### config.mk
export PLATFORM = sky130hd
export DESIGN_NAME = snoop_bus_controller
export DESIGN_NICKNAME = d
export VERILOG_FILES = /design/src/rtl/coherence_pkg.sv /design/src/rtl/snoop_next_state.sv /design/src/rtl/snoop_bus_controller.sv
export SDC_FILE = /design/constraint.sdc
export NUM_CORES = 1
export LEC_CHECK = 0
export ABC_CLOCK_PERIOD_IN_PS = 2300
export BUFFER_PORTS_ARGS = -buffer_cell sky130_fd_sc_hd__buf_2
export CAP_MARGIN = 10
export CORE_ASPECT_RATIO = 0.8
export CORE_MARGIN = 10
export CORE_UTILIZATION = 30
export CTS_BUF_LIST = sky130_fd_sc_hd__clkbuf_4 sky130_fd_sc_hd__clkbuf_8 sky130_fd_sc_hd__clkbuf_16
export DETAILED_ROUTE_END_ITERATION = 10
export HOLD_SLACK_MARGIN = 0.03
export PLACE_DENSITY_LB_ADDON = 0.25
export REMOVE_ABC_BUFFERS = 1
export SETUP_SLACK_MARGIN = 0.15
export SKIP_CTS_REPAIR_TIMING = 1
export SLEW_MARGIN = 20
export SYNTH_ARGS = -nofsm -noshare
export SYNTH_HDL_FRONTEND = slang
export SYNTH_SLANG_ARGS = --single-unit
### constraint.sdc
create_clock -name clock -period 2.3 [get_ports clock]
set_clock_uncertainty 0.05 [all_clocks]
set_input_delay 0.46 -clock clock [delete_from_list [all_inputs] [get_ports clock]]
set_output_delay 0.46 -clock clock [all_outputs]
set_load 0.05 [all_outputs]
### src/rtl/coherence_pkg.sv
// rtl/coherence_pkg.sv - MSI state, bus, CPU action and bus FSM codes shared by the coherence stages
package coherence_pkg;

  localparam logic [1:0] STATE_INVALID   = 2'b00;
  localparam logic [1:0] STATE_SHARED    = 2'b01;
  localparam logic [1:0] STATE_EXCLUSIVE = 2'b10;

  localparam logic [2:0] BUS_NONE       = 3'b000;
  localparam logic [2:0] BUS_READ_MISS  = 3'b001;
  localparam logic [2:0] BUS_WRITE_MISS = 3'b010;
  localparam logic [2:0] BUS_INVALIDATE = 3'b011;

  localparam logic [2:0] CPU_READ_HIT   = 3'b001;
  localparam logic [2:0] CPU_READ_MISS  = 3'b010;
  localparam logic [2:0] CPU_WRITE_HIT  = 3'b011;
  localparam logic [2:0] CPU_WRITE_MISS = 3'b100;

  typedef enum logic [2:0] {
    FSM_IDLE,
    FSM_SNOOP,
    FSM_WB_REMOTE,
    FSM_WB_REQ,
    FSM_COMMIT
  } bus_fsm_t;

endpackage

### src/rtl/snoop_next_state.sv
// rtl/snoop_next_state.sv - remote-side MSI transition for one snooped copy
module snoop_next_state
  import coherence_pkg::*;
(
  input  logic [1:0] i_state,
  input  logic [2:0] i_bus,
  output logic [1:0] o_next,
  output logic       o_wb,
  output logic       o_illegal
);

  always_comb begin
    o_next    = i_state;
    o_wb      = 1'b0;
    o_illegal = 1'b0;
    case (i_state)
      STATE_SHARED: begin
        if (i_bus == BUS_WRITE_MISS || i_bus == BUS_INVALIDATE) o_next = STATE_INVALID;
      end
      STATE_EXCLUSIVE: begin
        case (i_bus)
          BUS_READ_MISS: begin
            o_next = STATE_SHARED;
            o_wb   = 1'b1;
          end
          BUS_WRITE_MISS: begin
            o_next = STATE_INVALID;
            o_wb   = 1'b1;
          end
          // An exclusive copy cannot coexist with a requester that already holds the block
          BUS_INVALIDATE: begin
            o_next    = STATE_INVALID;
            o_illegal = 1'b1;
          end
          default: ;
        endcase
      end
      default: ;
    endcase
  end

endmodule

### src/rtl/snoop_bus_controller.sv
// rtl/snoop_bus_controller.sv - broadcasts a bus transaction, applies snoop transitions,
// sequences writebacks and commits the requester's final state
module snoop_bus_controller
  import coherence_pkg::*;
#(
  parameter int NUM_PROC = 4
) (
  input  logic                        clock,
  input  logic                        reset_n,
  input  logic                        req_valid,
  output logic                        req_ready,
  input  logic [2:0]                  bus,
  input  logic [$clog2(NUM_PROC)-1:0] processor_index,
  input  logic [1:0]                  f_state,
  input  logic                        writeback_block,
  output logic [2*NUM_PROC-1:0]       state_table,
  output logic                        wb_valid,
  output logic [$clog2(NUM_PROC)-1:0] wb_proc,
  input  logic                        wb_ready,
  output logic                        done,
  output logic                        protocol_error
);

  localparam int PW = $clog2(NUM_PROC);
  localparam logic [PW-1:0] LAST_IDX = PW'(NUM_PROC - 1);

  bus_fsm_t              r_state, w_state_nx;
  logic [2:0]            r_bus;
  logic [PW-1:0]         r_proc, r_idx, r_owner;
  logic [1:0]            r_fstate;
  logic                  r_wbblk, r_remote_wb, r_excl_seen, r_perr;
  logic [2*NUM_PROC-1:0] r_table;

  logic [1:0] w_remote, w_next;
  logic       w_needs_wb, w_illegal, w_snoop_upd, w_hit_wb, w_excl, w_remote_wb_nx;

  assign w_remote       = r_table[{r_idx, 1'b0} +: 2];
  assign w_snoop_upd    = (r_state == FSM_SNOOP) && (r_idx != r_proc);
  assign w_hit_wb       = w_snoop_upd && w_needs_wb;
  assign w_excl         = w_snoop_upd && (w_remote == STATE_EXCLUSIVE);
  assign w_remote_wb_nx = r_remote_wb | w_hit_wb;

  snoop_next_state u_next (
    .i_state   (w_remote),
    .i_bus     (r_bus),
    .o_next    (w_next),
    .o_wb      (w_needs_wb),
    .o_illegal (w_illegal)
  );

  always_ff @(posedge clock or negedge reset_n) begin
    if (!reset_n) r_state <= FSM_IDLE;
    else          r_state <= w_state_nx;
  end

  always_comb begin
    w_state_nx = r_state;
    case (r_state)
      FSM_IDLE: begin
        if (req_valid) w_state_nx = (bus == BUS_NONE) ? FSM_COMMIT : FSM_SNOOP;
      end
      FSM_SNOOP: begin
        if (r_idx == LAST_IDX) begin
          if (w_remote_wb_nx)  w_state_nx = FSM_WB_REMOTE;
          else if (r_wbblk)    w_state_nx = FSM_WB_REQ;
          else                 w_state_nx = FSM_COMMIT;
        end
      end
      FSM_WB_REMOTE: begin
        if (wb_ready) w_state_nx = r_wbblk ? FSM_WB_REQ : FSM_COMMIT;
      end
      FSM_WB_REQ: begin
        if (wb_ready) w_state_nx = FSM_COMMIT;
      end
      FSM_COMMIT: w_state_nx = FSM_IDLE;
      default:    w_state_nx = FSM_IDLE;
    endcase
  end

  always_ff @(posedge clock or negedge reset_n) begin
    if (!reset_n) begin
      r_bus       <= BUS_NONE;
      r_proc      <= '0;
      r_idx       <= '0;
      r_owner     <= '0;
      r_fstate    <= STATE_INVALID;
      r_wbblk     <= 1'b0;
      r_remote_wb <= 1'b0;
      r_excl_seen <= 1'b0;
      r_perr      <= 1'b0;
      r_table     <= '0;
    end else begin
      case (r_state)
        FSM_IDLE: begin
          if (req_valid) begin
            r_bus       <= bus;
            r_proc      <= processor_index;
            r_fstate    <= f_state;
            r_wbblk     <= writeback_block;
            r_idx       <= '0;
            r_remote_wb <= 1'b0;
            r_excl_seen <= 1'b0;
          end
        end
        FSM_SNOOP: begin
          r_idx <= r_idx + PW'(1);
          if (w_snoop_upd) begin
            r_table[{r_idx, 1'b0} +: 2] <= w_next;
            if (w_excl) r_excl_seen <= 1'b1;
            if ((w_excl && r_excl_seen) || w_illegal) r_perr <= 1'b1;
            if (w_hit_wb) begin
              r_remote_wb <= 1'b1;
              r_owner     <= r_idx;
            end
          end
        end
        FSM_COMMIT: begin
          r_table[{r_proc, 1'b0} +: 2] <= (r_fstate == 2'b11) ? STATE_INVALID : r_fstate;
          if (r_fstate == 2'b11) r_perr <= 1'b1;
        end
        default: ;
      endcase
    end
  end

  assign req_ready      = (r_state == FSM_IDLE);
  assign wb_valid       = (r_state == FSM_WB_REMOTE) || (r_state == FSM_WB_REQ);
  assign done           = (r_state == FSM_COMMIT);
  assign wb_proc        = (r_state == FSM_WB_REMOTE) ? r_owner :
                          (r_state == FSM_WB_REQ)    ? r_proc  : '0;
  assign state_table    = r_table;
  assign protocol_error = r_perr;

endmodule

Yosys cells after proc, flatten, opt, wreduce, memory -nomap -nowiden
Index checks and enable logic that the tools add are counted.

$add $sub $neg: 3. Eq/ne operators: 21. Shifts and indexed selects: 5. Multiplexer cells: 35. Bitwise gates (word level): 1. Reductions and logical operators: 21.

Operators by type and width (number): 3-bit two-way mux (7); 8-bit bitwise mux (2); 8-bit one-hot mux with 2 select lines (1); 4-bit AND reduction (4); 2-bit by 5-bit variable shift with 8-bit output, first input constant (2); 2-bit by 5-bit variable part select with 8-bit output (2); 3-bit by 2-bit equality test with 1-bit output, second input constant (4); 1-bit two-way mux (12); 2-bit != test, second input constant (6); 2-bit one-hot mux with 2 select lines (3); 3-bit one-hot mux with 4 select lines (1); 2-bit two-way mux (5); 3-bit negator with 5-bit output (2); 8-bit two-way mux (1); 8-bit by 4-bit variable part select with 2-bit output (1); 2-bit equality test, second input constant (3); 3-bit by 1-bit equality test with 1-bit output, second input constant (2); 3-bit zero test (2); 2-bit by 1-bit != test with 1-bit output, second input constant (3); 1-bit one-hot mux with 2 select lines (3); 2-bit AND reduction (3); 1-bit logical AND (4); 2-bit nonzero test (2); 2-bit OR reduction (2); 7 further kinds (9).

Register bits after elaboration: 26. Bits of input ports: 12. Output and inout bits: 14.

Logic depth before layout (Yosys ltp)
Depth after elaboration: 9. Depth in mapped cells: 8. Gate-level depth less buffers: 7.

Cells and area by module
Synthesis repeated with hierarchy kept, for this count alone.

Cells, all modules: 178. Area, all modules: 1737.9 um2.

Modules (own cells, without submodules): snoop_bus_controller (times used 1, cells each 164, area an instance 1616.6 um2); snoop_next_state (times used 1, cells each 14, area an instance 121.4 um2).

Least setup slack after synthesis
OpenSTA, ideal clock, no wires.

Path kind: register -> register. Start: register r_state[1]. End: register r_proc[0]. Setup time: 0.133 ns. Data arrival time: 2.430 ns. Data required time: 2.117 ns. Setup slack: -0.313 ns. Stages on the path, launching flop included: 6. Buffers on the path: 2. Clock period less this slack: 2.613 ns. Cells stage by stage: dfrtp_1 clkbuf_1 nor3_1 and2_1 clkbuf_1 o21ai_0.

Cells in the longest elaborated chain, start to end: 2.

Ends and longest elaborated chain: start, declared (line snoop_bus_controller.sv:27) `bus_fsm_t r_state, w_state_nx;`; start signal, assigned (line snoop_bus_controller.sv:53) `else r_state <= w_state_nx;`; 3-bit zero test; net req_ready (line snoop_bus_controller.sv:11) `output logic req_ready,`; 2-bit AND reduction (no line); end signal, assigned (line snoop_bus_controller.sv:97) `r_proc <= processor_index;`; end, declared (line snoop_bus_controller.sv:29) `logic [PW-1:0] r_proc, r_idx, r_owner;`.

The timed path passes the listed nets, and every way through them passes these cells. A chain may end at the register's enable or synchronous reset.

Worst setup path in the final report
Start: register r_idx[0]. End: register r_table[0] (netlist: state_table[0]).

Cells in the longest elaborated chain, start to end: 7. Elaborated cells between the ends (all ways): 16. Classes of those cells: add/sub: 1; eq/ne: 4; shift: 3; mux: 6; reduce/logical: 2.

Ends and longest elaborated chain: start, declared (line snoop_bus_controller.sv:29); start signal, assigned (line snoop_bus_controller.sv:106) `r_idx <= r_idx + PW'(1);`; 8-bit by 4-bit variable part select with 2-bit output (line snoop_bus_controller.sv:37) `assign w_remote = r_table[{r_idx, 1'b0} +: 2];`; 2-bit one-hot mux with 2 select lines, or another cell as far along (line snoop_next_state.sv:21) `case (i_bus)`; 2-bit one-hot mux with 2 select lines (line snoop_next_state.sv:16) `case (i_state)`; 2-bit by 5-bit variable part select with 8-bit output (line snoop_bus_controller.sv:108) `r_table[{r_idx, 1'b0} +: 2] <= w_next;`; 8-bit bitwise mux (line snoop_bus_controller.sv:108); 8-bit two-way mux (line snoop_bus_controller.sv:107) `if (w_snoop_upd) begin`; 8-bit one-hot mux with 2 select lines (line snoop_bus_controller.sv:93) `case (r_state)`; end signal, assigned by index (line snoop_bus_controller.sv:108); end signal, assigned by index (line snoop_bus_controller.sv:118) `r_table[{r_proc, 1'b0} +: 2] <= (r_fstate == 2'b11) ? STATE_INVALID : r_fstate;`; end, declared (line snoop_bus_controller.sv:32) `logic [2*NUM_PROC-1:0] r_table;`.

Parallel ways exist; a longest one is shown, timed or not. The select of a mux whose other input is x is not followed.

==> impl_metrics.yaml <==
outcome:
  outcome: "complete, no violations"
power:
  leakage_nw: 0.980
  p_comb_frac: 0.651
  swShare: 0.501
  clkPwrFrac: 0.091
  seqPwrFrac: 0.258
  ir_worst_vdd_v: 0.000453
  internal-power_w: 0.00165
  switchingPower_w: 0.00166
  power_density_mw_per_mm2: 1480
synthesis:
  synth_area_sq_mm: 0.00182
  asyncSetResetFlopFracSynth: 1.00
  synth_edf_count: 0
  avgSynthCellArea_sq_um: 9.21
  ys_ff_latch: 26
  synth_cells: 198
  synth_flop_cell: "dfrtp_1"
  ys_types: 60
  synth.area.top_cells: "dfrtp_1, ha_1, nand2_1"
  synth-seq-area-share: 0.357
  yosysWarnings: 0
  synth_top_area_share: 0.357
  synth_top_cell_by_area: "dfrtp_1"
global_route:
  grt_pass1_wl_mm: 7.88
  grt_pass1_vias: 1430
  met3_usage: 0.0278
  grt_util_met1: 0.163
  antenna_found_initial: 0
  grt_max_degree: 27
  busiest_layer: "met1"
  grtUsageMet2: 0.119
  grtUsageTotal: 0.0999
  overflow: 0
setup_path:
  startpoint_type: "flip-flop"
  reg2reg_slack_ns: 0.11
  critPathKind: "reg2reg"
  required_ns: 2.39
  worstRegToRegCells: 6
  r2r-end: "state_table[0]"
  cp.arrival_ns: 2.28
  path_max_fanout: 4
  r2r_start: "r_idx[0]"
  cp-end-kind: "flip-flop"
cts:
  h-tree-depth: 1
  cts_made_buffers: 3
  clk_latency_ns: 0.27
  clkTransAtPathRegs_ns: 0.09
  clkSinkCount: 26
  cts_buffer_depth: 2
  clockRootBuffer: "clkbuf_8"
  cts_tree: "built"
cells_and_area:
  seq_area_sq_um: 653
  fin_cells: 312
  multi_input_area_sq_mm: 0.00112
  nets: 254
  layout_commonest_cell: "nand2_1"
  drive_gt1_frac: 0.286
  nFillCells: 600
  area_delta_synth_final_pct: 22.4
  insertedDiodeCount: 0
  final_cell_mix: "nand2_1, buf_2, dfrtp_1"
floorplanning:
  pin_count: 26
  num_rows: 25
  core_sq_mm: 0.00591
  die_x_um: 107
  die_y_um: 89.7
  start_util: 0.309
  fp.dieArea_sq_mm: 0.00962
drt:
  wire_per_inst_um: 16.1
  firstDrtPassIters: 4
  ant_nets: 0
  drc_errors: 0
  vias: 1646
  drtIter0Drc: 144
  routed_via_density: 5.28
  drt_wl_total_mm: 5.01
timing:
  whs_ns: 0.127
  tightest_slew_ns: 0.709
  final-setup-viol-count: 0
  finalMaxSlewViolations: 0
  fmax_mhz: 457
  grt_setup_unrepaired: "true"
  maxSlewHeadroom: 0.526
  final-hold-violation-count: 0
  period_share: 0.952
  finalCriticalPeriod_ns: 2.19
place:
  port-buffer-count: 25
  dp.cells: 307
  hpwl_mm: 3.75
  place_congestion: 0.801
hold_path:
  hold_class: "in2async"
run:
  max_cap_violations: 0
critical path, cell delays in order, from the launching register on:
cell,delay [ns]
dfrtp_2,0.42
mux4_2,0.57
ha_4,0.20
nor2_1,0.19
o21ai_1,0.11
a32oi_2,0.33
o221ai_1,0.18
cell usage after synthesis, drive strengths merged (2+ instances only):
cell and n:
o31ai 2, a31oi 4, nor4bb 2, a21oi 6
a221oi 3, mux4 2, nand4 3, or3 2
nor2 8, buf 7, or4b 2, nand4b 4
xnor2 2, xor2 3, nor3b 3, o21ai 11
nand2b 2, nand2 26, ha 10, nand3 8
nor2b 3, clkbuf 2, mux2i 3, o221ai 3
and2 2, or4 2, dfrtp 26, nand3b 2
inv 20, a22o 4
flip-flops by register name, summed over array words and instances, names as in the netlist, 2 cells and up:
| name | cells |
|---|---|
| r_idx | 2 |
| state_table | 8 |
| r_fstate | 2 |
| r_state | 3 |
| r_bus | 3 |
| r_proc | 2 |
| r_owner | 2 |
metrics by stage:
| stage | cell area (sq um) | total power, W | util | setup WS [ns] | setup TNS [ns] |
|---|---|---|---|---|---|
| after floorplan | 1760 | 0.00216 | - | -0.245 | -2.07 |
| after CTS | 2130 | 0.00309 | 0.361 | -0.0471 | -0.130 |
| after global placement | 2080 | 0.00279 | 0.352 | 0.00584 | 0 |
| final | 2230 | 0.00331 | 0.378 | 0.110 | 0 |
| after detailed placement | 2080 | 0.00278 | 0.352 | -0.0173 | -0.0217 |
| after global routing | 2230 | 0.00358 | 0.378 | 0.0487 | 0 |
worst max path at each step:
stage | start | to | slack [ns] | cells after the start
after floorplan | r_state[1] | state_table[1] | -0.25 | 4
after global placement | r_idx[0] | r_state[2] | 0.006 | 7
after detailed placement | r_idx[0] | r_owner[1] | -0.02 | 7
after CTS | r_idx[0] | r_owner[1] | -0.05 | 7
after global routing | r_idx[0] | state_table[0] | 0.05 | 6
final | r_idx[0] | state_table[0] | 0.11 | 6
metal layers:
metal,share of wire,vias up
met5,0,-
met4,0.011,0
met3,0.058,8
met2,0.39,50
met1,0.54,791
li1,-,797
layout make-up:
cell class / instances / share of cell area
repair buffers: 38 / 0.103
clock buffers: 4 / 0.0247
well taps: 81 / 0.0454
flip-flops and latches: 26 / 0.293
inverters: 20 / 0.0336
multi-input cells: 143 / 0.501
power by group through the flow:
stage / sequential [W] / clock [W] / combinational (W)
detailed placement: 0.000852 / 0 / 0.00193
global placement: 0.000847 / 0 / 0.00194
floorplan: 0.00101 / 0 / 0.00115
global route: 0.000887 / 0.000332 / 0.00236
CTS: 0.000843 / 0.000314 / 0.00194
finish: 0.000854 / 0.000301 / 0.00216
logic make-up after synthesis:
kind of cell	after synthesis	synth area share
compound gates	46	0.183
xor+xnor	5	0.0281
fa+ha+maj	10	0.0686
buf+inv	29	0.0748
flops	26	0.357
mux	6	0.0473
simple gates	76	0.241
Note: power is estimated with default switching activity, not from simulation.
